**src/rtl/pipeline_ex_muldiv_ctrl.sv**
```systemverilog
// EX-stage sequencer for RV64M multiply/divide. Holds the pipeline via stall_EX while an
// iterative shift-add multiplier or restoring divider runs, then strobes a registered result.
module pipeline_ex_muldiv_ctrl #(
  parameter int unsigned XLEN  = 64,
  parameter int unsigned CNT_W = 7
) (
  input  logic            clk,
  input  logic            reset,
  input  logic            start,
  input  logic [2:0]      op,
  input  logic            word,
  input  logic [XLEN-1:0] src1,
  input  logic [XLEN-1:0] src2,
  input  logic [4:0]      rd_in,
  input  logic            flush,
  output logic            stall_EX,
  output logic            busy,
  output logic            result_valid,
  output logic [XLEN-1:0] result,
  output logic [4:0]      rd_out
);

  localparam int unsigned HALF = XLEN / 2;
  localparam int unsigned W2   = 2 * XLEN;

  localparam logic [1:0] IDLE = 2'd0;
  localparam logic [1:0] CALC = 2'd1;
  localparam logic [1:0] DONE = 2'd2;

  logic [1:0]      state_q, state_d;
  logic [CNT_W-1:0] cnt_q, cnt_d;
  logic [W2-1:0]   acc_q, acc_d;     // product, or remainder in the low XLEN bits
  logic [XLEN-1:0] opa_q, opa_d;     // multiplier, or dividend/quotient shift register
  logic [W2-1:0]   opb_q, opb_d;     // shifting multiplicand, or divisor in the low XLEN bits
  logic [2:0]      op_q, op_d;
  logic            word_q, word_d;
  logic            neg_q, neg_d;
  logic [4:0]      rd_q, rd_d;
  logic [XLEN-1:0] result_q, result_d;
  logic [4:0]      rd_out_q, rd_out_d;

  // Operand decode at issue time. Word MULH* variants collapse onto MUL.
  logic [2:0]      op_eff;
  logic            s1_sgn, s2_sgn, neg_a, neg_b, div_zero, ovf;
  logic [XLEN-1:0] a_ext, b_ext, a_mag, b_mag, dvd_sext, early_res;

  assign op_eff   = (word && !op[2]) ? 3'b000 : op;
  assign s1_sgn   = op_eff[2] ? !op_eff[0] : (op_eff != 3'b011);
  assign s2_sgn   = op_eff[2] ? !op_eff[0] : !op_eff[1];
  assign a_ext    = word ? {{HALF{s1_sgn & src1[HALF-1]}}, src1[HALF-1:0]} : src1;
  assign b_ext    = word ? {{HALF{s2_sgn & src2[HALF-1]}}, src2[HALF-1:0]} : src2;
  assign neg_a    = s1_sgn & a_ext[XLEN-1];
  assign neg_b    = s2_sgn & b_ext[XLEN-1];
  assign a_mag    = neg_a ? -a_ext : a_ext;
  assign b_mag    = neg_b ? -b_ext : b_ext;
  assign dvd_sext = word ? {{HALF{src1[HALF-1]}}, src1[HALF-1:0]} : src1;
  assign div_zero = op_eff[2] && (b_ext == '0);
  // Most-negative / -1 for signed divide; all-ones b_ext covers the word case too.
  assign ovf      = op_eff[2] && !op_eff[0] && (b_ext == '1) &&
                    (word ? (src1[HALF-1:0] == {1'b1, {(HALF-1){1'b0}}})
                          : (src1 == {1'b1, {(XLEN-1){1'b0}}}));
  assign early_res = div_zero ? (op_eff[1] ? dvd_sext : '1)
                              : (op_eff[1] ? '0 : dvd_sext);

  // One iteration of the datapath plus final sign correction / result selection.
  logic [XLEN:0]   rem_sh;
  logic            ge;
  logic [W2-1:0]   acc_step, opb_step, prod_c;
  logic [XLEN-1:0] opa_step, mul_sel, div_raw, div_c, res_raw, fin_res;

  always_comb begin
    rem_sh   = {acc_q[XLEN-1:0], opa_q[XLEN-1]};
    ge       = rem_sh >= {1'b0, opb_q[XLEN-1:0]};
    acc_step = acc_q;
    opa_step = opa_q;
    opb_step = opb_q;
    if (op_q[2]) begin
      acc_step = {{XLEN{1'b0}}, ge ? (rem_sh[XLEN-1:0] - opb_q[XLEN-1:0]) : rem_sh[XLEN-1:0]};
      opa_step = {opa_q[XLEN-2:0], ge};
    end else begin
      acc_step = acc_q + (opa_q[0] ? opb_q : '0);
      opa_step = opa_q >> 1;
      opb_step = opb_q << 1;
    end
    prod_c  = neg_q ? -acc_step : acc_step;
    mul_sel = (op_q == 3'b000) ? prod_c[XLEN-1:0] : prod_c[W2-1:XLEN];
    div_raw = op_q[1] ? acc_step[XLEN-1:0] : opa_step;
    div_c   = neg_q ? -div_raw : div_raw;
    res_raw = op_q[2] ? div_c : mul_sel;
    fin_res = word_q ? {{HALF{res_raw[HALF-1]}}, res_raw[HALF-1:0]} : res_raw;
  end

  // Next-state: issue, iterate, retire; flush always returns to IDLE.
  always_comb begin
    state_d  = state_q;
    cnt_d    = cnt_q;
    acc_d    = acc_q;
    opa_d    = opa_q;
    opb_d    = opb_q;
    op_d     = op_q;
    word_d   = word_q;
    neg_d    = neg_q;
    rd_d     = rd_q;
    result_d = result_q;
    rd_out_d = rd_out_q;
    case (state_q)
      IDLE: begin
        if (start && !flush) begin
          op_d   = op_eff;
          word_d = word;
          rd_d   = rd_in;
          neg_d  = (op_eff[2] && op_eff[1]) ? neg_a : (neg_a ^ neg_b);
          if (div_zero || ovf) begin
            state_d  = DONE;
            result_d = early_res;
            rd_out_d = rd_in;
          end else begin
            state_d = CALC;
            cnt_d   = word ? CNT_W'(HALF - 1) : CNT_W'(XLEN - 1);
            acc_d   = '0;
            // Word divides pre-align the dividend so its MSB shifts out first.
            opa_d   = (op_eff[2] && word) ? {a_mag[HALF-1:0], {HALF{1'b0}}} : a_mag;
            opb_d   = {{XLEN{1'b0}}, b_mag};
          end
        end
      end
      CALC: begin
        if (flush) begin
          state_d = IDLE;
        end else begin
          acc_d = acc_step;
          opa_d = opa_step;
          opb_d = opb_step;
          cnt_d = cnt_q - CNT_W'(1);
          if (cnt_q == '0) begin
            state_d  = DONE;
            result_d = fin_res;
            rd_out_d = rd_q;
          end
        end
      end
      DONE:    state_d = IDLE;
      default: state_d = IDLE;
    endcase
  end

  // State and datapath registers.
  always_ff @(posedge clk or negedge reset) begin
    if (!reset) begin
      state_q  <= IDLE;
      cnt_q    <= '0;
      acc_q    <= '0;
      opa_q    <= '0;
      opb_q    <= '0;
      op_q     <= '0;
      word_q   <= 1'b0;
      neg_q    <= 1'b0;
      rd_q     <= '0;
      result_q <= '0;
      rd_out_q <= '0;
    end else begin
      state_q  <= state_d;
      cnt_q    <= cnt_d;
      acc_q    <= acc_d;
      opa_q    <= opa_d;
      opb_q    <= opb_d;
      op_q     <= op_d;
      word_q   <= word_d;
      neg_q    <= neg_d;
      rd_q     <= rd_d;
      result_q <= result_d;
      rd_out_q <= rd_out_d;
    end
  end

  assign stall_EX     = reset && !flush && (((state_q == IDLE) && start) || (state_q == CALC));
  assign busy         = (state_q != IDLE);
  assign result_valid = (state_q == DONE) && !flush;
  assign result       = result_q;
  assign rd_out       = rd_out_q;

endmodule

```
**config.mk**
```make
export PLATFORM = sky130hd
export DESIGN_NAME = pipeline_ex_muldiv_ctrl
export DESIGN_NICKNAME = d
export VERILOG_FILES = /design/src/rtl/pipeline_ex_muldiv_ctrl.sv
export SDC_FILE = /design/constraint.sdc
export NUM_CORES = 2
export LEC_CHECK = 0
export ABC_AREA = 1
export ABC_CLOCK_PERIOD_IN_PS = 4900
export CAP_MARGIN = 40
export CORE_MARGIN = 5
export CORE_UTILIZATION = 30
export DETAILED_ROUTE_END_ITERATION = 16
export DONT_BUFFER_PORTS = 1
export REMOVE_ABC_BUFFERS = 1
export SYNTH_ARGS = -nofsm -noshare
export SYNTH_HDL_FRONTEND = slang
export SYNTH_SLANG_ARGS = --single-unit
```
**constraint.sdc**
```tcl
create_clock -name clk -period 4.9 [get_ports clk]
set_input_delay 0.49 -clock clk [delete_from_list [all_inputs] [get_ports clk]]
set_output_delay 0.49 -clock clk [all_outputs]
set_load 0.005 [all_outputs]
```
### Word level (Yosys, flattened, before mapping)

Index checks and enable logic that the tools add are counted.

* shift-type cells: 0
* divide/modulo/power cells: 0
* equality and inequality tests: 13
* add/sub/neg operators: 7
* bitwise logic cells: 5
* muxes and demuxes: 57
* reduce and logical (&&, ||, !) cells: 29
* multiply operators: 0
* magnitude comparators: 1

Operator list (number)
* 2-to-1 mux 64 bit: 23
* 2-to-1 mux 128 bit: 10
* case mux 128 bit (2 select lines): 2
* case mux 64 bit (2 select lines): 2
* negator 64 bit: 3
* adder 128 bit: 1
* equality test 64 bit (second input constant): 2
* negator 128 bit: 1
* >= comparator 65 x 64 -> 1 bit: 1
* zero test 64 bit: 1
* subtractor 64 bit: 1
* equality test 32 bit (second input constant): 1
* 2-to-1 mux 7 bit: 3
* 2-to-1 mux 5 bit: 4
* case mux 7 bit (2 select lines): 1
* logical AND 1 bit: 12
* != test 2 bit (second input constant): 6
* case mux 5 bit (2 select lines): 1
* AND reduction 5 bit: 2
* 2-to-1 mux 2 bit: 4
* zero test 7 bit: 1
* subtractor 7 x 1 -> 7 bit (second input constant): 1
* 2-to-1 mux 6 bit: 1
* bitwise AND 1 bit: 4
* other kinds (15): 24

* latch bits: 0
* ROM bits: 0
* bits in registers: 408
* memories: 0
* RAM bits: 0
* output and inout bits: 72
* logic and storage cells: 123
* bits of input ports: 141

### Logic depth before layout (Yosys ltp)

* depth after elaboration: 14
* depth in mapped cells: 39
* mapped depth without buffers: 38

### Worst setup path before layout

OpenSTA, ideal clock, no wires.

* path kind: reg-to-reg
* start: reg opa_q[0]
* end: reg result_q[56] (netlist: result[56])
* clock period less this slack: 4.192 ns
* library setup time: 0.117 ns
* setup slack: 0.708 ns
* arrival: 4.075 ns
* path buffers: 2
* data required time: 4.783 ns
* cell stages (with the launch flop): 36
* cell sequence: dfrtp_1 clkbuf_1 nand2_1 inv_1 ha_1 inv_1 fa_1 inv_1 nand3_1 nand2_1 inv_1 o21ai_0 nand2_1 nand2_1 a21oi_1 o21ai_0 nand3_1 inv_1 nand2_1 nor2_1 nand2_1 nor2_4 nand2_2 nor2_4 nand4_1 nand2_1 nand2_1 nand3_1 nand2_1 nand3_2 nand2_2 inv_4 buf_6 nand2_1 nand2_1 nand2_1

* longest elaborated chain between the ends: 11
* elaborated cells between the ends (all ways): 15
* those cells by class: 3 x add/sub; 12 x mux

Ends and longest elaborated chain
* start, declared: line 33 `logic [XLEN-1:0] opa_q, opa_d;`
* start signal, assigned: line 165 `opa_q <= opa_d;`
* 2-to-1 mux 128 bit: line 81 `acc_step = acc_q + (opa_q[0] ? opb_q : '0);`
* adder 128 bit: line 81
* 2-to-1 mux 128 bit: line 77 `if (op_q[2]) begin`
* negator 128 bit or 2-to-1 mux 64 bit (tied branches): line 85, 87
* 2-to-1 mux 128 bit or negator 64 bit (tied branches): line 85, 88
* 2-to-1 mux 64 bit (on tied branches): line 86, 88
* 2-to-1 mux 64 bit (*): line 89 `res_raw = op_q[2] ? div_c : mul_sel;`
* 2-to-1 mux 64 bit (*): line 90 `fin_res = word_q ? {{HALF{res_raw[HALF-1]}}, res_raw[HALF-1:0]} : res_raw;`
* 2-to-1 mux 64 bit (*): line 135 `if (cnt_q == '0) begin`
* 2-to-1 mux 64 bit (*): line 128 `if (flush) begin`
* case mux 64 bit (2 select lines) (*): line 106 `case (state_q)`
* end signal, assigned: line 171 `result_q <= result_d;`
* end, declared: line 39 `logic [XLEN-1:0] result_q, result_d;`

Mark *: on every way between the ends. The rest lies on a longest branch, timed or not. The select of a mux whose other input is x is not followed.
A chain may end at the register's enable or synchronous reset.

### Worst setup path after layout

* start: reg opa_q[0]
* end: reg result_q[4] (netlist: result[4])

The elaborated chain is that of the path after synthesis.

==> reports/qor.yml <==
outcome: "finished with violations"
violations: "negative setup slack"
cp-end-kind: "flip-flop"
ys_ff_latch: 408
reg2reg_depth: 32
numCtsBuffers: 59
synthSimpleGateAreaFrac_pct: 42.98
setup_viol: 55
synthDistinctLibCells: 67
syn_area_um2: 52960
nFillCells: 19520
die_x_um: 430.2
grt_pass1_vias: 68160
arrival_ns: 5.72
yosysWarnings: 0
drt_iter0_drc: 8962
die_h_um: 430.2
maxSlewViolCount: 0
fin_crit_sh_pct: 104.2
rsz0062_at_grt: "yes"
post-route-min-period_ns: 5.105
worstSkewPairLatency_ns: 0.74
wl_per_cell_um: 22.84
fin_area_um2: 75640
fin_ws_ns: -0.2054
h-tree-depth: 2
tightest_slew_ns: 1.137
power.density_nw_per_um2: 856.1
path_common_cell: "nand2_1"
dp_hpwl_um: 268700
max_stage_delay_ns: 0.51
path_class: "flip-flop to flip-flop"
synth-xor-area-share_pct: 1.803
fp-row-count: 154
synth_top_family_by_area: "simple AND/OR/NAND/NOR gates"
skew_ns: 0.05125
worstSetupEndpoint: "result[4]"
core_um2: 175900
p_leak_nw: 40.22
grt_pass1_wl_um: 457200
max_cap_violations: 0
ir_drop_mv: 1.299
area_growth_pct: 42.82
syn_avg_cell_area_um2: 5.430
synthArstFlopShare_pct: 100.0
initial_core_util_pct: 30.10
vias: 73340
min_path_type: "input port to flip-flop"
wl_um: 320600
required_ns: 5.51
antenna_found_initial: 14
ff2ff_setup_slack_ns: -0.21
drt_pass1_iterations: 8
synth_edf_count: 0
cts_max_path_buffers: 3
drive_gt1_share_pct: 24.68
gp_congestion: 1.102
die_area_um2: 185000
synth_seq_area_share_pct: 19.28
synthAdderAreaFrac_pct: 5.340
r2r-start: "opa_q[0]"
grt_max_degree: 410
cp_slowest_cell: "dfrtp_4"
finalPower_mw: 64.75
layout.nets: 11980
clockRootBuffer: "clkbuf_16"
hold_violations: 0
port_buffers: 0
placed_area_um2: 71040
ant_nets: 0
grt_overflow: 0
syn_inst: 9753
relSlewSlack_pct: 24.20
io_pins: 213
cts_tree: "yes"
track_usage_pct: 33.05
ys.flop_type: "dfrtp_1"
worstPathMaxFanout: 30
muxShareOfSynthArea_pct: 0.2646
fmax_mhz: 195.9
cts.sinks: 408
remaining_drc_errors: 0
clkTransAtPathRegs_ns: 0.06
cp-start-kind: "flip-flop"
r2r_end: "result[4]"
startpoint: "opa_q[0]"
drt-vias-per-instance: 5.226
synth_compound_area_share_pct: 17.32
## layout make-up
class                           instances  area, um2  share of cell area, %
Multi-Input combinational cell       7550      37990                  50.23
Timing Repair Buffer                 2146      16910                  22.36
Sequential cell                       408      10220                  13.52
Inverter                             1478       5569                  7.363
Tap cell                             2340       2928                  3.871
Clock buffer                           78       1629                  2.154
Clock inverter                         29      364.1                 0.4814
Antenna cell                            6      15.01                0.01985
## flip-flops by register name (all words and copies together) (netlist names)
signal	cells
neg_q	1
op_q	3
acc_q	128
state_q	2
rd_q	5
cnt_q	7
rd_out	5
result	64
word_q	1
opb_q	128
opa_q	64
## layer usage
metal	GRT usage, %	wire [um]	part of all wire, %
met1	44.38	135000	42
met2	49.73	133300	42
met3	6.659	30770	9.6
met4	17.69	21500	6.7
met5	0	62	0.019
## per-stage QoR
step / hold slack, ns / std cells / utilization [%] / setup WS, ns / setup TNS (ns)
after global placement: 0.3052 / 13870 / 40.34 / -0.7347 / -32.67
after floorplan: 0.1944 / 9436 / - / -13.83 / -4262.20
final: 0.04166 / 14040 / 42.99 / -0.2054 / -4.944
after global routing: 0.06297 / 14030 / 42.99 / -0.4062 / -19.53
after CTS: -0.4548 / 14010 / 42.38 / -0.06119 / -0.2253
after detailed placement: 0.3074 / 13880 / 40.38 / -0.7099 / -32.56
## power breakdown
group | internal, mW | total [mW] | leakage, nW | switching, mW
clock network | 2.65 | 4.62 | 0.955 | 1.97
logic | 21.6 | 54.2 | 34.0 | 32.7
registers | 4.61 | 5.89 | 5.28 | 1.27
## how the worst min path moves through the flow
stage,slack [ns],startpoint,cells after the start,to
2_1_floorplan,0.19,reset,0,acc_q[0]
3_3_place_gp,0.31,reset,0,opb_q[74]
3_5_place_dp,0.31,reset,0,opb_q[74]
4_1_cts,-0.45,reset,0,acc_q[82]
5_1_grt,0.06,src2[19],4,opb_q[19]
6_report,0.04,src2[10],4,opb_q[10]
## what timing repair did
action / CTS / global route
endpoints found under the hold margin: 423 / 140
cloned: 1 / 0
hold buffers: 9 / 2
setup endpoints to repair: 64 / 65
pin swaps: 27 / 32
buffers inserted: 20 / 10
gates resized for setup: 361 / 279
## cell families after synthesis
logic type	count (synthesis)
multiplexers	14
buffers and inverters	1795
AND/OR/NAND/NOR	5502
flip-flops	408
XOR/XNOR	109
adder cells (fa/ha/maj)	231
AO/OA/AOI/OAI	1694
## layout by cell type (no fill, tap or decap), types with 163 or more instances in the layout
cell | Yosys | routed
nor2_1 | 1172 | 977
buf_4 | 3 | 2066
nor2_2 | 32 | 189
inv_1 | 1430 | 1417
nand4_1 | 163 | 163
nand2_1 | 3140 | 3053
dfrtp_1 | 408 | 403
a21oi_1 | 613 | 555
nand3_1 | 731 | 662
o21ai_0 | 717 | 645
## Yosys cell counts, types with 30 or more instances
cell | count | share of area [%]
o21bai_1 | 36 | 0.51
buf_1 | 48 | 0.34
clkbuf_1 | 216 | 1.5
buf_2 | 40 | 0.38
xnor2_1 | 30 | 0.50
o31ai_1 | 40 | 0.57
nand4_1 | 163 | 1.9
nand2_1 | 3140 | 22
nand3b_1 | 53 | 0.75
nor2_1 | 1172 | 8.3
maj3_1 | 31 | 0.59
nand3_1 | 731 | 6.9
o21ai_0 | 717 | 6.8
nor2_2 | 32 | 0.38
a31oi_1 | 34 | 0.40
a21oi_1 | 613 | 5.8
dfrtp_1 | 408 | 19
o22ai_1 | 68 | 0.80
nor3_1 | 107 | 1.0
inv_2 | 40 | 0.28
xor2_1 | 79 | 1.3
inv_1 | 1430 | 10
o21ai_1 | 57 | 0.54
ha_1 | 198 | 4.7
## critical path: cells and delay by family, from the launching register on
family	cells	cell delay, ns
AND/OR/NAND/NOR	19	2.39
buffers and inverters	8	0.98
flip-flops	1	0.51
XOR/XNOR	2	0.39
adder cells (fa/ha/maj)	1	0.36
AO/OA/AOI/OAI	2	0.26
Power figures use the tool's default switching activity.
==> edit, RTL diff (same flow settings) <==
`opa_q` no longer has a reset.
--- a/src/rtl/pipeline_ex_muldiv_ctrl.sv
+++ b/src/rtl/pipeline_ex_muldiv_ctrl.sv
@@ -152,3 +152,2 @@
       acc_q    <= '0;
-      opa_q    <= '0;
       opb_q    <= '0;
@@ -164,3 +163,2 @@
       acc_q    <= acc_d;
-      opa_q    <= opa_d;
       opb_q    <= opb_d;
@@ -175,2 +173,6 @@
 
+  always_ff @(posedge clk) begin
+    opa_q <= opa_d;
+  end
+
   assign stall_EX     = reset && !flush && (((state_q == IDLE) && start) || (state_q == CALC));
Function: no difference found for any inputs over 4 cycles, from zero or initial values and one cycle with reset low; that may be too few to reach the edited logic, so the function may still have changed.
==> edit against the unedited design <==
- the flow finishes with violations (hold timing, slew limit, setup timing)
- hold slack worse by 0.51 ns
- worst setup slack better by 0.10 ns
- sequential power rose by 0.8%
- power shrank 8.5%
- via count rose by 1.9%
- sequential share of layout area decreased by 0.41 points
- sequential cell count stayed put
- area after synthesis increased by 2.0%
- final area grew 6.6%
- wire length grew 4.2%
- non-clock buffer count fell by 3
- cell count grew 1.2%
- largest cell class unchanged
==> edit: results (changes against the unedited design) <==
INFO  metric outcome = finished, violations left (unchanged)
INFO  metric failing_checks = hold timing, slew limit, setup timing (was setup timing)
INFO  metric grt_antenna_before_repair = 8 (was 14)
INFO  metric async_reset_ff_share = 84.3% (was 100%)
INFO  metric p_leak = 41.9 nW (was 40.2 nW)
INFO  metric slowest_delay = 0.40 ns (was 0.51 ns)
INFO  metric total_via_count_in_the_routed_design = 74713 (was 73343)
INFO  metric gp_congestion = 1.09 (was 1.10)
INFO  metric synth_edf_count = 64 (was 0)
INFO  metric initialDrtViolationCount = 9612 (was 8962)
INFO  metric post-route-worst-setup-slack = -0.101 ns (was -0.205 ns)
INFO  metric p_seq_share = 10.0% (was 9.1%)
INFO  metric synth.cells.most_frequent = 3415 x sky130_fd_sc_hd__nand2_1, 1516 x sky130_fd_sc_hd__inv_1, 1108 x sky130_fd_sc_hd__nor2_1 (was 3140 x sky130_fd_sc_hd__nand2_1, 1430 x sky130_fd_sc_hd__inv_1, 1172 x sky130_fd_sc_hd__nor2_1)
INFO  metric timing.critical_path.slowest_stage_cell = sky130_fd_sc_hd__edfxtp_1 (was sky130_fd_sc_hd__dfrtp_4)
INFO  metric setup_bufs_post_cts = 9 (was 20)
INFO  metric post_detailed_placement_cell_area = 71500 sq um (was 71000 sq um)
INFO  metric fin_skew = 0.0406 ns (was 0.0513 ns)
INFO  metric setup_viol = 18 (was 55)
INFO  metric hpwl = 276 mm (was 269 mm)
INFO  metric endpoint_of_the_worst_slack_reg_to_reg_timing_path = result[21]$_DFFE_PN0P_ (was result[4]$_DFFE_PN0P_)
INFO  metric preCtsSetupSlack = -0.688 ns (was -0.710 ns)
INFO  metric top_cells_by_area_in_the_synthesized_netlist = sky130_fd_sc_hd__nand2_1 24%, sky130_fd_sc_hd__dfrtp_1 16%, sky130_fd_sc_hd__inv_1 11% (was sky130_fd_sc_hd__nand2_1 22%, sky130_fd_sc_hd__dfrtp_1 19%, sky130_fd_sc_hd__inv_1 10%)
INFO  metric p_sw = 0.0330 W (was 0.0359 W)
INFO  metric worstPathMaxFanout = 9 (was 30)
INFO  metric use_met3 = 5.69% (was 6.66%)
INFO  metric netlist.area_leader.share = 23.7% (was 22.3%)
INFO  metric whs = -0.473 ns (was 0.0417 ns)
INFO  metric final_max_slew_viol_count = 306 (was 0)
INFO  metric power.combinational.fraction = 82.5% (was 83.8%)
INFO  metric grt_pass1_wl = 465 mm (was 457 mm)
INFO  metric hold_viol = 71 (was 0)
INFO  metric power_sequential = 0.00594 W (was 0.00589 W)
INFO  metric fillers = 19283 (was 19524)
==> edit: worst max path at each step <==
stage,startpoint,end,slack (ns),cells past startpoint
floorplan,op_q[2]$_DFFE_PN0P_,opb_q[41]$_DFFE_PN0P_,-9.56,3
global placement,opa_q[0]$_DFFE_PP_,result[24]$_DFFE_PN0P_,-0.78,29
detailed placement,opa_q[0]$_DFFE_PP_,result[24]$_DFFE_PN0P_,-0.69,29
CTS,opa_q[0]$_DFFE_PP_,result[13]$_DFFE_PN0P_,-0.11,33
global route,opa_q[0]$_DFFE_PP_,result[21]$_DFFE_PN0P_,-0.33,33
finish,opa_q[0]$_DFFE_PP_,result[21]$_DFFE_PN0P_,-0.10,33
==> edit: critical path: cells and delay by family (launching register included) <==
| family | cells | cell delay [ns] |
|---|---|---|
| simple gates | 19 | 2.33 |
| fa+ha+maj | 1 | 0.28 |
| compound gates | 2 | 0.32 |
| flops | 1 | 0.40 |
| xor+xnor | 1 | 0.19 |
| buf+inv | 10 | 1.38 |
==> edit: area by class of cell <==
type,count,area (sq um),area share (%)
diodes,1,2.50,0.00311
well taps,2355,2950,3.66
clock inverters,30,307,0.380
inverters,1539,5800,7.19
clock buffers,73,1590,1.97
flip-flops and latches,408,10600,13.1
multi-input cells,7658,42200,52.4
repair buffers,2143,17200,21.3
==> edit: logic make-up (layout without fill, tap and decap cells) <==
kind of cell	count (synthesis)	count (layout)	synth area share, %
buffers and inverters	1854	3785	13.3
flip-flops	408	408	19.5
adder cells (fa/ha/maj)	233	233	5.27
multiplexers	24	24	0.526
AND/OR/NAND/NOR	5801	5801	44.9
other	0	1	0
XOR/XNOR	130	130	2.11
AO/OA/AOI/OAI	1470	1470	14.4
